**src/rtl/mux41.sv**
```systemverilog
// mux41: registered select of A, B, A+B or A^B with a registered zero flag.
module mux41 #(
    parameter int WIDTH = 32
) (
    input  logic             clk,
    input  logic             rst,
    input  logic [WIDTH-1:0] A,
    input  logic [WIDTH-1:0] B,
    input  logic             S1,
    input  logic             S0,
    output logic [WIDTH-1:0] Y,
    output logic             Z
);
    logic [WIDTH-1:0] nxt;
    always_comb nxt = S1 ? (S0 ? A ^ B : A + B) : (S0 ? B : A);
    always_ff @(posedge clk) begin
        if (rst) begin
            Y <= '0;
            Z <= 1'b1;
        end else begin
            Y <= nxt;
            Z <= nxt == '0;
        end
    end
endmodule

```
**config.mk**
```make
export PLATFORM = sky130hd
export DESIGN_NAME = mux41
export DESIGN_NICKNAME = d
export VERILOG_FILES = /design/src/rtl/mux41.sv
export SDC_FILE = /design/constraint.sdc
export NUM_CORES = 1
export LEC_CHECK = 0
export CORE_ASPECT_RATIO = 1.1
export CORE_UTILIZATION = 51
export DETAILED_ROUTE_END_ITERATION = 6
export GPL_TIMING_DRIVEN = 0
export PLACE_DENSITY = 0.82
export SETUP_SLACK_MARGIN = 0.1
export SYNTH_ARGS = -nofsm -noshare
export SYNTH_HDL_FRONTEND = slang
export SYNTH_SLANG_ARGS = --single-unit
```
**constraint.sdc**
```tcl
create_clock -name clk -period 4.03 [get_ports clk]
set_input_delay 0.806 -clock clk [delete_from_list [all_inputs] [get_ports clk]]
set_output_delay 0.806 -clock clk [all_outputs]
set_load 0.02 [all_outputs]
```
==> summary.md, run 1 <==
| Metric | Value |
|---|---|
| Status | finished clean |
| Via Count | 5043 |
| Worst Path Required | around 4200 ps |
| CTS clk-pin slew, worst paths | about 80 ps |
| Type of the worst setup path | input port to flip-flop |
| Pleak | 2.02 nW |
| Clk sinks | 33 |
| Post-synth EDFFs | 0 |
| Row Count | 33 |
| Mapped cell area | between 0.004 and 0.005 mm2 |
| Max IR drop VDD | 0.119 mV |
| CTS tree | yes |
| Placed Area | slightly above 0.005 mm2 |
| Hold Crit Start | B[0] |
| RSZ-0062 raised after global routing | no |
| DRC viols | 0 |
| Synthesized net count | 642 |
| Pwr Density | between 200 and 300 mW/mm2 |
| Drt total wl | 15.7 mm |
| WL/cell | 20.8 um |
| Synth top area cells | dfxtp_1 16%, ha_1 9.6%, a21oi_1 5.8%, nand2_1 5.2%, nor2_1 4.7% |
| Antenna violations before repair | 0 |
| Sequential area share after synthesis | 0.164 |
| Layout area overhead | 32.3% |
| Largest net degree at the start of global routing | 11 |
| Cell area after layout | ~0.0053 mm2 |
| First-pass GRT wire length | 23.6 mm |
| Die Width | 86.8 um |
| Total GRT Usage | 0.373 |
| Final Critical Period | 3790 ps |
| Final slew viol count | 0 |
| Hpwl dp | 11.9 mm |
| CTS hold repair buffers | 0 |
| Hold Path Stages | 3 |
| Routability cong. | 0.941 |
| Final TNS setup | 0 ps |
| Top cell type's share of synthesized area | 0.164 |
| Gate Count Post-Synth | 542 |
| IO Pins | 101 |
| H-tree levels | 2 |
| Hold endpoint | Y[0] |
| Rel. slew slack | 0.526 |
| Die Y | 95.3 um |
| Endpoints failing setup | 0 |
| Diode count | 0 |
| Mapped Avg Cell Area | 7.44 um2 |
| Yosys reg bits | 33 |
| Final setup margin | around 240 ps |
| Vias in the first global route | 4713 |
| Arr. time, crit path | roughly 4000 ps |
| Max FO, Critical Path | 3 |
| Worst Hold Class | input port to flip-flop |
| Crit path capture type | flip-flop |
| Pre-CTS setup slack | -277 ps |
| Starting density of the core | 0.534 |
| Setup crit start kind | input port |
| Root Buffer | clkbuf_8 |
| Ys Warns | 0 |
| Core ar. | 0.00756 mm2 |
| Actual slew at the worst max-slew pin | 711 ps |
| 1st-pass router iterations | 7 |
| Port Buffers | 97 |
| Layout Nets | 750 |
| Ratio of cells with drive above 1 in the final layout | 0.109 |
| Total CTS buffers | 5 |
| Max Cap Viol | 0 |
| Worst hold margin | about 960 ps |
| Period utilisation layout | 0.940 |
| CTS max path bufs | 2 |
| Final ANT Viol Nets | 0 |
| Hold Vio Cnt, Final | 0 |
| Congestion Overflow GR | 0 |
| Die ar. | 0.00827 mm2 |
| Final Util | 0.706 |
| Prevailing post-synth register cell | dfxtp_1 |
| Max frequency | 0.264 GHz |
| Async SR Flop Fraction | 0 |
| First DRT Iteration DRCs | 589 |
| Synth area leader | dfxtp_1 |
| Vias per Instance | 6.67 |
| Synth cell types | 79 |
through the flow:
| stage | power, mW | cells |
|---|---|---|
| finish | 1.43 | 756 |
| global route | 1.49 | 756 |
| CTS | 1.39 | 753 |
| detailed placement | 1.07 | 744 |
| global placement | 1.05 | 744 |
| floorplan | 0.808 | 542 |
layout make-up:
type	instances	area, um2
fill	623	2220
tap	105	131
multi-input combinational	460	3210
clock inverter	1	30.0
clock buffer	7	86.3
sequential	33	661
timing repair buffer	101	1010
inverter	10	37.5
buffer	39	179
power by group:
| part | internal (mW) | switching [mW] | total, mW |
|---|---|---|---|
| logic | 0.308 | 0.428 | 0.736 |
| registers | 0.358 | 0.00824 | 0.367 |
| clock network | 0.202 | 0.126 | 0.328 |
cell usage in the layout, fill, tap and decap left out, drive strengths merged, types with 7 or more instances in the layout:
| master | instances |
|---|---|
| clkdlybuf4s50 | 95 |
| nand2 | 56 |
| nor2 | 51 |
| a21oi | 48 |
| o21ai | 36 |
| dfxtp | 33 |
| ha | 31 |
| clkbuf | 28 |
| a211oi | 25 |
| buf | 22 |
| nor3 | 17 |
| and2 | 15 |
| mux2i | 15 |
| o211ai | 13 |
| nand4 | 12 |
| nor2b | 11 |
| inv | 10 |
| nand3 | 8 |
| mux2 | 7 |
| and3 | 7 |
state kept, by name, indices dropped and copies added, names as in the netlist:
signal	cells
Z	1
Y	32
cells by family after synthesis:
family,Yosys count,share of synthesized area
flops,33,0.164
compound gates,185,0.331
buf+inv,49,0.0530
simple gates,207,0.253
fa+ha+maj,32,0.101
mux,25,0.0735
xor+xnor,11,0.0239
repair_timing:
item,4_1_cts,5_1_grt
resized for setup,1,13
setup endpoints to repair,1,1
buffers inserted,1,3
pin swaps,3,10
cells in the mapped netlist, drive strengths merged, types with 8 or more instances:
master  instances
o211ai         13
nand3           8
inv            10
o21ai          36
ha             31
mux2i          15
nor2           51
nor3           17
a211oi         25
clkbuf         19
buf            20
nand4          12
nand2          56
dfxtp          33
a21oi          48
and2           15
nor2b          11
layer usage:
metal	track usage	vias to the layer above	share of wire
li1	-	2265	-
met1	0.479	2353	0.39
met2	0.614	358	0.46
met3	0.0623	67	0.12
met4	0.163	0	0.037
met5	0	-	0
worst max-delay path by stage:
stage / to / depth (start not counted) / start
CTS: Z / 12 / A[0]
floorplan: Z / 11 / A[0]
global placement: Z / 12 / A[0]
global route: Z / 12 / A[1]
finish: Z / 12 / A[1]
detailed placement: Z / 12 / A[0]
worst max-delay path: stages:
cell and delay [ps]:
clkdlybuf4s50_1 510, fa_2 470, a211oi_4 290, buf_4 170, o21ai_2 90, o21ai_2 270
o21ai_2 100, or4_1 470, and3_4 180, a2111oi_4 260, nand4_1 160, o31ai_1 200
Note: power is estimated with default switching activity, not from simulation.
==> run 2: changes to the inputs <==
Settings changed: RECOVER_POWER set to 100.
==> run 2 against run 1 <==
Critical path depth fell by 1. First-iteration DRC count increased by 0.17%. Worst setup slack got worse by 33 ps. Combinational power fell by 2%. Clock-buffer cell count did not move.
==> summary.md, run 2 (synthesized netlist as in run 1, its figures left out) <==
| Metric | Value |
|---|---|
| Final std cells w/o fill | 756 (unchanged) |
| Endpoints failing setup | 0 (unchanged) |
| Worst Path Required | 4230 ps (about the same) |
| GR Util met1 | 0.479 (unchanged) |
| Drt total wl | 15.8 mm (+0.51%) |
| Total CTS buffers | 5 (unchanged) |
| RSZ-0062 raised after global routing | no |
| CTS hold repair buffers | 0 (unchanged) |
| Placed cells | 744 (unchanged) |
| Regs by FF count | Y: 32 flops, Z: 1 flops |
| Row Count | 33 (unchanged) |
| Setup crit start kind | input port |
| Vias in the first global route | 4713 (unchanged) |
| Final ANT Viol Nets | 0 (unchanged) |
| Ratio of cells with drive above 1 in the final layout | 0.103 (-0.00614) |
| Crit path capture type | flip-flop |
| Die ar. | 0.00827 mm2 (unchanged) |
| Cell area after layout | 0.00533 mm2 (-0.19%) |
| Total GRT Usage | 0.373 (unchanged) |
| Grt peak-use layer | met2 |
| Die Y | 95.3 um (unchanged) |
| Worst Hold Class | input port to flip-flop |
| CTS clk-pin slew, worst paths | 80 ps (about the same) |
| Final TNS setup | 0 ps (unchanged) |
| Routability cong. | 0.941 (unchanged) |
| Clk sinks | 33 (unchanged) |
| Final Critical Period | 3820 ps (+33.2 ps) |
| Most frequent cells in the layout | 61 x clkdlybuf4s50_1, 56 x nand2_1, 51 x nor2_1, 46 x a21oi_1, 34 x dlygate4sd3_1 |
| Met3 Track Usage GR | 0.0623 (unchanged) |
| Max Cap Viol | 0 (unchanged) |
| Hpwl dp | 11.9 mm (unchanged) |
| WL/cell | 20.9 um (+0.51%) |
| Congestion Overflow GR | 0 (unchanged) |
| Worst hold margin | 962 ps (+2.42 ps) |
| Layout area overhead | 32.1% |
| H-tree levels | 2 (unchanged) |
| Max frequency | 0.262 GHz (-0.87%) |
| Core ar. | 0.00756 mm2 (unchanged) |
| Via Count | 5042 (-0.020%) |
| Die Width | 86.8 um (unchanged) |
| First-pass GRT wire length | 23.6 mm (unchanged) |
| Status | finished clean |
| Max reg flops | 32 (unchanged) |
| Period utilisation layout | 0.948 (+0.00824) |
| Max FO, Critical Path | 6 (+3) |
| Pwr Density | 266 mW/mm2 (-0.68%) |
| Placed Area | 0.00514 mm2 (unchanged) |
| Vias per Instance | 6.67 (about the same) |
| Actual slew at the worst max-slew pin | 717 ps (+5.56 ps) |
| Type of the worst setup path | input port to flip-flop |
| Layout Nets | 750 (unchanged) |
| DRC viols | 0 (unchanged) |
| Biggest register | Y |
| Most common cell after layout, fill and taps aside | clkdlybuf4s50_1 |
| Max IR drop VDD | 0.118 mV (-0.80%) |
| CTS max path bufs | 2 (unchanged) |
| GRT met2 Usage | 0.614 (unchanged) |
| Port Buffers | 97 (unchanged) |
| IO Pins | 101 (unchanged) |
| Rel. slew slack | 0.522 (-0.00370) |
| Starting density of the core | 0.534 (unchanged) |
| Hold Vio Cnt, Final | 0 (unchanged) |
| Final slew viol count | 0 (unchanged) |
| Pleak | 2.07 nW (+2.6%) |
| 1st-pass router iterations | 5 (-2) |
| Largest net degree at the start of global routing | 11 (unchanged) |
| Tot Pwr | 1.42 mW (-0.87%) |
| CTS tree | yes |
| Hold Path Stages | 3 (unchanged) |
| Antenna violations before repair | 0 (unchanged) |
| Diode count | 0 (unchanged) |
| Root Buffer | clkbuf_8 |
| Fill cell count | 625 (+0.32%) |
| First DRT Iteration DRCs | 590 (+0.17%) |
| Arr. time, crit path | 4020 ps (+30 ps) |
## run 2: cell types whose count changed in the layout (fill, tap and decap cells not counted), sizes merged
cell           before  now
clkdlybuf4s50      95   61
clkbuf             28   30
dlygate4sd3         0   34
buf                22   20
## run 2: final timing paths
check	from	end
worst min-delay path	B[0]	Y[0]
worst max-delay path	B[2]	Z
## run 2: stage by stage
| step | util | worst slack (ps) |
|---|---|---|
| after floorplan | - | 632 |
| after global placement | 0.680 | -230 |
| after detailed placement | 0.680 | -277 |
| after CTS | 0.697 | 108 |
| after global routing | 0.705 | 71.2 |
| final | 0.705 | 211 |
## run 2: power by group
group	internal (mW)	total, mW	switching (mW)
combinational	0.295	0.723	0.428
clock	0.202	0.330	0.128
sequential	0.358	0.365	0.00678
## run 2: layout make-up
class                           count  area (um2)  share of cell area
Clock inverter                      1        30.0             0.00564
Inverter                           10        37.5             0.00705
Sequential cell                    33         661               0.124
Timing Repair Buffer              101        1010               0.189
Buffer                             39         179              0.0336
Multi-Input combinational cell    460        3200               0.600
Clock buffer                        7        86.3              0.0162
Tap cell                          105         131              0.0247
## run 2: per-layer routing
layer  part of all wire  wire [um]  vias to the layer above
met4              0.034        534                        0
li1                   -          -                     2266
met1               0.40       6280                     2340
met2               0.46       7250                      379
met5                  0          0                        -
met3               0.11       1760                       57
## run 2: worst max-delay path: stages
cell and delay (ps):
dlygate4sd3_1 560, ha_1 420, o21ai_0 180, o21bai_1 370, a211oi_1 130, o21a_1 260, o31ai_4 390, mux2i_1 130
a221oi_1 400, nand2_1 120, o31ai_1 240
## run 2: what timing repair did
item | CTS | global route
pin swaps | 3 | 10
gates resized for setup | 1 | 13
buffers inserted | 1 | 3
endpoints found under the setup margin | 1 | 1
==> RTL edit 1 (flow settings as in run 2) <==
Put one more register stage on the output `Y`. The value now appears one clock later. The other outputs are not delayed to match.
--- a/src/rtl/mux41.sv
+++ b/src/rtl/mux41.sv
@@ -11,16 +11,22 @@
     output logic [WIDTH-1:0] Y,
     output logic             Z
 );
+
+    logic [WIDTH-1:0] Y_s0;
     logic [WIDTH-1:0] nxt;
     always_comb nxt = S1 ? (S0 ? A ^ B : A + B) : (S0 ? B : A);
     always_ff @(posedge clk) begin
         if (rst) begin
-            Y <= '0;
+            Y_s0 <= '0;
             Z <= 1'b1;
         end else begin
-            Y <= nxt;
+            Y_s0 <= nxt;
             Z <= nxt == '0;
         end
     end
+    always_ff @(posedge clk) begin
+        Y <= Y_s0;
+    end
+
 endmodule
 
Function: changed (Yosys sat finds a counterexample within 4 cycles, from zero or initial values and one cycle with rst high).
==> RTL edit 1 against run 2 <==
- cell count up 0.79%
- critical path type unchanged
- area after synthesis up 9.5%
- total power up 44%
- clock power up 91%
- sequential share of layout area up 9.6 points
- sequential power up 97%
- highest routed layer unchanged
- global-route usage down 4.6 points
- sequential cell count up 32
- largest power group is now registers
- final area up 11%
- wire length down 6.2%
- setup slack worse by 0.073 ns
- synthesized cell count down 0.74%
==> RTL edit 1: results (changes against run 2) <==
For the count of non-filler cells in the finished layout, the log shows 762 (was 756). Biggest registers after layout: Y x32, Y_s0 x32, Z x1 (was Y x32, Z x1). The run gives 9 (was 5) as the number of buffers created by CTS. Most numerous cell types in the synthesized netlist: 65 x dfxtp_1, 54 x nor2_1, 52 x a21oi_1 (was 56 x nand2_1, 51 x nor2_1, 47 x a21oi_1).

Total global-route track usage: 0.327 (was 0.373). The met2 wirelength from detailed routing was 7030 µm (was 7250 µm); the number of buffers added on ports was 98 (was 97). The sum of routed wire length over all layers came out at 14,800 µm (was 15,800 µm). The tools report the number of design-rule violations left by the first detailed-router iteration as 413 (was 590).

The CTS clock-pin slew for the worst setup and hold paths works out to 0.07 ns. The run gives 11,400 µm (was 11,900 µm) as the half-perimeter wire length after placement. The per-instance average area after synthesis is 8.21 µm² (was 7.44 µm²). The run finished with clean final reports. The run gives 1140 µm (was 1760 µm) as the met3 routed wirelength. The run gives 6360 µm (was 6280 µm) as the met1 layer wirelength in the final routing.

The run gives 0.189 mV (was 0.118 mV) as the peak ir drop on the vdd network. The number of buffers on the longest clock path is 2 (unchanged). The maximum fanout count along the critical path works out to 8 (was 6). Top post-synthesis cells by area: dfxtp_1 29%, ha_1 8.8%, a21oi_1 5.9%, mux2i_1 4.8%, nor2_1 4.6% (was dfxtp_1 16%, ha_1 9.6%, a21oi_1 5.8%, nand2_1 5.2%, nor2_1 4.7%). The fraction of final layout cells sized beyond drive strength 1 is 0.106 (was 0.103).

The final weighted congestion in routability-driven placement was 1.02 (was 0.941). The number of global-route vias before repair is 4,462 (was 4,713). Net count of the mapped netlist: 638 (was 642). The via count was 4,719 (was 5,042). Arrival time reported for the critical path endpoint: 4.17 ns (was 4.02 ns). The run gives 0 (unchanged) as the number of antenna violations at the first check in global routing. The root buffer cell is clkbuf_8 (unchanged). Cell with the largest stage delay on the worst path: or3_1 (was dlygate4sd3_1). For the sequential fraction of the synthesis area, the log shows 0.295 (was 0.164). Async set-reset flop share out of synthesis: 0 (unchanged).

The run gives 0.512 (was 0.522) as the normalized max-slew margin. The largest net degree at the start of global routing came out at 11 (unchanged). The H-tree depth reported by CTS came out at 3 (was 2). For the number of cells in the design after placement, the log shows 747 (was 744). Count of warnings emitted by yosys: 0 (unchanged). The tools report the count of cell types in the netlist as 69 (was 79). Highest routed metal layer: met4 (unchanged). The type of the most critical hold path is flip-flop to flip-flop (was input port to flip-flop). Top cell family by delay on the critical path: compound AO/OA/AOI/OAI gates (unchanged). At the later pin of the worst-skew pair, clock insertion delay measures 0.34 ns. For the first-pass GRT wire length, the log shows 23,000 µm (was 23,600 µm).

The static leakage was 0.00244 µW (was 0.00207 µW); the instance area at placement was 5540 µm² (was 5140 µm²). The logs give 0 (unchanged) for the number of antenna repair diodes and 0.00523 ns for the final worst clock skew. The critical path's largest stage delay was 0.47 ns (was 0.56 ns); the number of iterations in the first detailed-routing pass was 5 (unchanged). The net switching power figure was 648 µW (was 563 µW).
-- RTL edit 1: cell count changes after synthesis, sizes merged, moves of 6 or more --
cell	change
mux2i	+6
dfxtp	+32
inv	+6
a21o	+10
buf	-6
o211ai	-10
o21ai	-17
nand2	-28
mux2	-6
-- RTL edit 1: logic make-up (layout without fill, tap and decap cells) --
group / Yosys count / after routing / synth area share
buf+inv: 51 / 164 / 0.0462
simple gates: 184 / 184 / 0.217
fa+ha+maj: 32 / 32 / 0.0924
mux: 24 / 24 / 0.0604
xor+xnor: 18 / 18 / 0.0357
compound gates: 164 / 164 / 0.254
flops: 65 / 65 / 0.295
-- RTL edit 1: metrics by stage --
| stage | hold WS [ns] | worst slack, ns | setup TNS, ns | power [µW] | utilization |
|---|---|---|---|---|---|
| final | 0.323 | 0.138 | 0 | 2040 | 0.704 |
| after global routing | 0.327 | 0.00626 | 0 | 2120 | 0.704 |
| after CTS | 0.324 | 0.0945 | 0 | 2020 | 0.692 |
| after detailed placement | 0.312 | -0.704 | -2.10 | 1390 | 0.658 |
| after global placement | 0.311 | -0.738 | -1.98 | 1370 | 0.658 |
| after floorplan | 0.310 | 0.580 | 0 | 1130 | - |
-- RTL edit 1: final timing paths --
kind         startpoint    end  slack [ns]  cells past startpoint
max                A[7]      Z        0.14                     13
min            Y_s0[21]  Y[21]        0.32                      0
max reg2reg    Y_s0[16]  Y[16]        3.61                      0
min reg2reg    Y_s0[21]  Y[21]        0.32                      0
-- RTL edit 1: layer usage --
layer	vias up	global-route usage
met5	-	0
met2	248	0.544
met4	0	0.113
met1	2234	0.433
li1	2202	-
met3	35	0.0466
-- RTL edit 1: power groups by stage --
stage	sequential (µW)	combinational [µW]	clock, µW
after floorplan	772	357	0
after global placement	731	644	0
after detailed placement	735	654	0
after CTS	722	670	632
after global routing	724	744	654
final	719	697	629
-- RTL edit 1: cell type report --
type / count / area (µm²)
multi-input combinational: 422 / 3050
fill: 677 / 2480
sequential: 65 / 1300
timing repair buffer: 101 / 1000
clock buffer: 13 / 169
buffer: 32 / 139
tap: 111 / 139
clock inverter: 2 / 60.1
inverter: 16 / 60.1
-- RTL edit 1: repair_timing --
action,4_1_cts,5_1_grt
hold buffers,0,0
endpoints found under the setup margin,2,10
pin swaps,1,4
buffers inserted,1,2
resized for setup,10,29
==> RTL edit 2 (settings of run 2) <==
Without the edit above. Change the parameter `WIDTH` from 32 to 28.
--- a/src/rtl/mux41.sv
+++ b/src/rtl/mux41.sv
@@ -1,6 +1,6 @@
 // mux41: registered select of A, B, A+B or A^B with a registered zero flag.
 module mux41 #(
-    parameter int WIDTH = 32
+    parameter int WIDTH = 28
 ) (
     input  logic             clk,
     input  logic             rst,
Ports: changed (resized A, B and Y); port bits go from 101 to 89. The function was not compared with the original's and may differ.
==> RTL edit 2 against run 2 <==
- sequential cell count down 4
- worst hold slack worse by 0.055 ns
- final area decreased by 13%
- total power shrank 15%
- wire length shrank 25%
- global-route usage down 4.4 points
- die area is 11% lower
- clock power is 20% lower
- setup slack gained 0.0039 ns
- synthesized cell count shrank 15%
- area after synthesis is 11% lower
==> RTL edit 2: results (changes against run 2) <==
The power per unit of standard cell area works out to 259 nW/µm² (was 266 nW/µm²). Number of buffers added on ports: 86 (was 97). The run finished with clean final reports. The share of synthesized area spent on multiplexers is 0.0818 (was 0.0735). The worst slack at placement is -0.0952 ns (was -0.277 ns), and the met3 usage is 0.0406 (was 0.0623). The compound-cell area share of the yosys netlist was 0.321 (was 0.331); the post-synthesis share of cell area spent on xor and xnor gates was 0.0122 (was 0.0239).

Total global-route track usage: 0.330 (was 0.373). The normalized max-slew margin is 0.424 (was 0.522). The largest net degree at the start of global routing was 11 (unchanged); the static leakage was 0.00196 µW (was 0.00207 µW). Met1 layer wirelength in the final routing: 5290 µm (was 6280 µm).

Count of cell types in the netlist: 89 (was 79). The first-pass GRT wire length was 18,800 µm (was 23,600 µm). For the sequential fraction of the synthesis area, the log shows 0.162 (was 0.164). The CTS clock-pin slew for the worst setup and hold paths was 0.06 ns (was 0.08 ns); the net count of the finished layout was 644 (was 750).

Top post-synthesis cells by area: dfxtp_1 16%, ha_1 9.4%, nor2_1 5.7%, a21oi_1 5.0%, a21o_1 4.0% (was dfxtp_1 16%, ha_1 9.6%, a21oi_1 5.8%, nand2_1 5.2%, nor2_1 4.7%). Root buffer cell: clkbuf_8 (unchanged). For the peak ir drop on the vdd network, the log shows 0.253 mV (was 0.118 mV). Most numerous cell types in the synthesized netlist: 54 x nor2_1, 37 x nand2_1, 36 x a21oi_1 (was 56 x nand2_1, 51 x nor2_1, 47 x a21oi_1). Number of antenna violations at the first check in global routing: 0 (unchanged). The cell internal power dissipation was 738 µW (was 855 µW); the number of design-rule violations left by the first detailed-router iteration was 313 (was 590). For the via count, the log shows 4,009 (was 5,042). Biggest registers after layout: Y x28, Z x1 (was Y x32, Z x1). The half-perimeter wire length after placement was 9310 µm (was 11,900 µm); the combinational share of power was 0.512 (was 0.510). The final weighted congestion in routability-driven placement is 0.980 (was 0.941). The net count of the mapped netlist was 550 (was 642). The fraction of final layout cells sized beyond drive strength 1 came out at 0.108 (was 0.103). The met2 track demand over resource is 0.527 (was 0.614), and the met2 wirelength from detailed routing is 5520 µm (was 7250 µm). The number of global-route vias before repair is 3,645 (was 4,713), and the global-route track usage on met1 is 0.461 (was 0.479). The filler cell count is 559 (was 625), and the wire length per cell after detailed routing is 18.7 µm (was 20.9 µm). The adder and majority gate portion of the synthesized area was 0.100 (was 0.101); the reported sequential group power was 322 µW (was 365 µW).
## RTL edit 2: changes by cell type in the layout (fill, tap and decap cells not counted), sizes merged, moves of 10 or more
cell and delta:
nand2 -19, a21o +17, a211oi -16, and2 -10
nor3 -10, o211ai -10
## RTL edit 2: final timing paths
| check | from | slack, ns | cells past startpoint | endpoint |
|---|---|---|---|---|
| setup / recovery | A[0] | 0.21 | 14 | Z |
| hold / removal | rst | 0.91 | 2 | Y[23] |
## RTL edit 2: cell families after synthesis
family,count (synthesis)
DFF,29
adders and majority gates,28
muxes,23
and+or+nand+nor,171
AOI/OAI and AO/OA,157
buffers and inverters,49
xor gates and xnor gates,5
## RTL edit 2: what timing repair did
item	CTS	global route
resized for setup	0	2
endpoints found under the setup margin	0	1
buffers inserted	0	1
## RTL edit 2: metrics by stage
stage	instance area (µm²)	cells	hold slack [ns]
detailed placement	4540	630	1.19
global placement	4540	630	1.19
global route	4630	639	0.943
floorplan	3580	462	0.966
CTS	4640	638	0.907
finish	4630	639	0.907
## RTL edit 2: layout make-up
| cell class | instances | share of cell area |
|---|---|---|
| Buffer | 35 | 0.0473 |
| Clock buffer | 7 | 0.0208 |
| Clock inverter | 1 | 0.00108 |
| Inverter | 14 | 0.0114 |
| Multi-Input combinational cell | 384 | 0.584 |
| Sequential cell | 29 | 0.125 |
| Tap cell | 82 | 0.0222 |
| Timing Repair Buffer | 87 | 0.188 |
## RTL edit 2: worst max-delay path: stages
cell,delay (ns)
clkdlybuf4s50_1,0.49
ha_1,0.22
inv_1,0.07
fa_1,0.41
nand2b_1,0.22
a21oi_2,0.23
a21o_4,0.20
buf_4,0.12
o2111ai_1,0.17
a211oi_1,0.39
or3_1,0.16
a31oi_1,0.09
nor2b_1,0.17
a41o_1,0.22
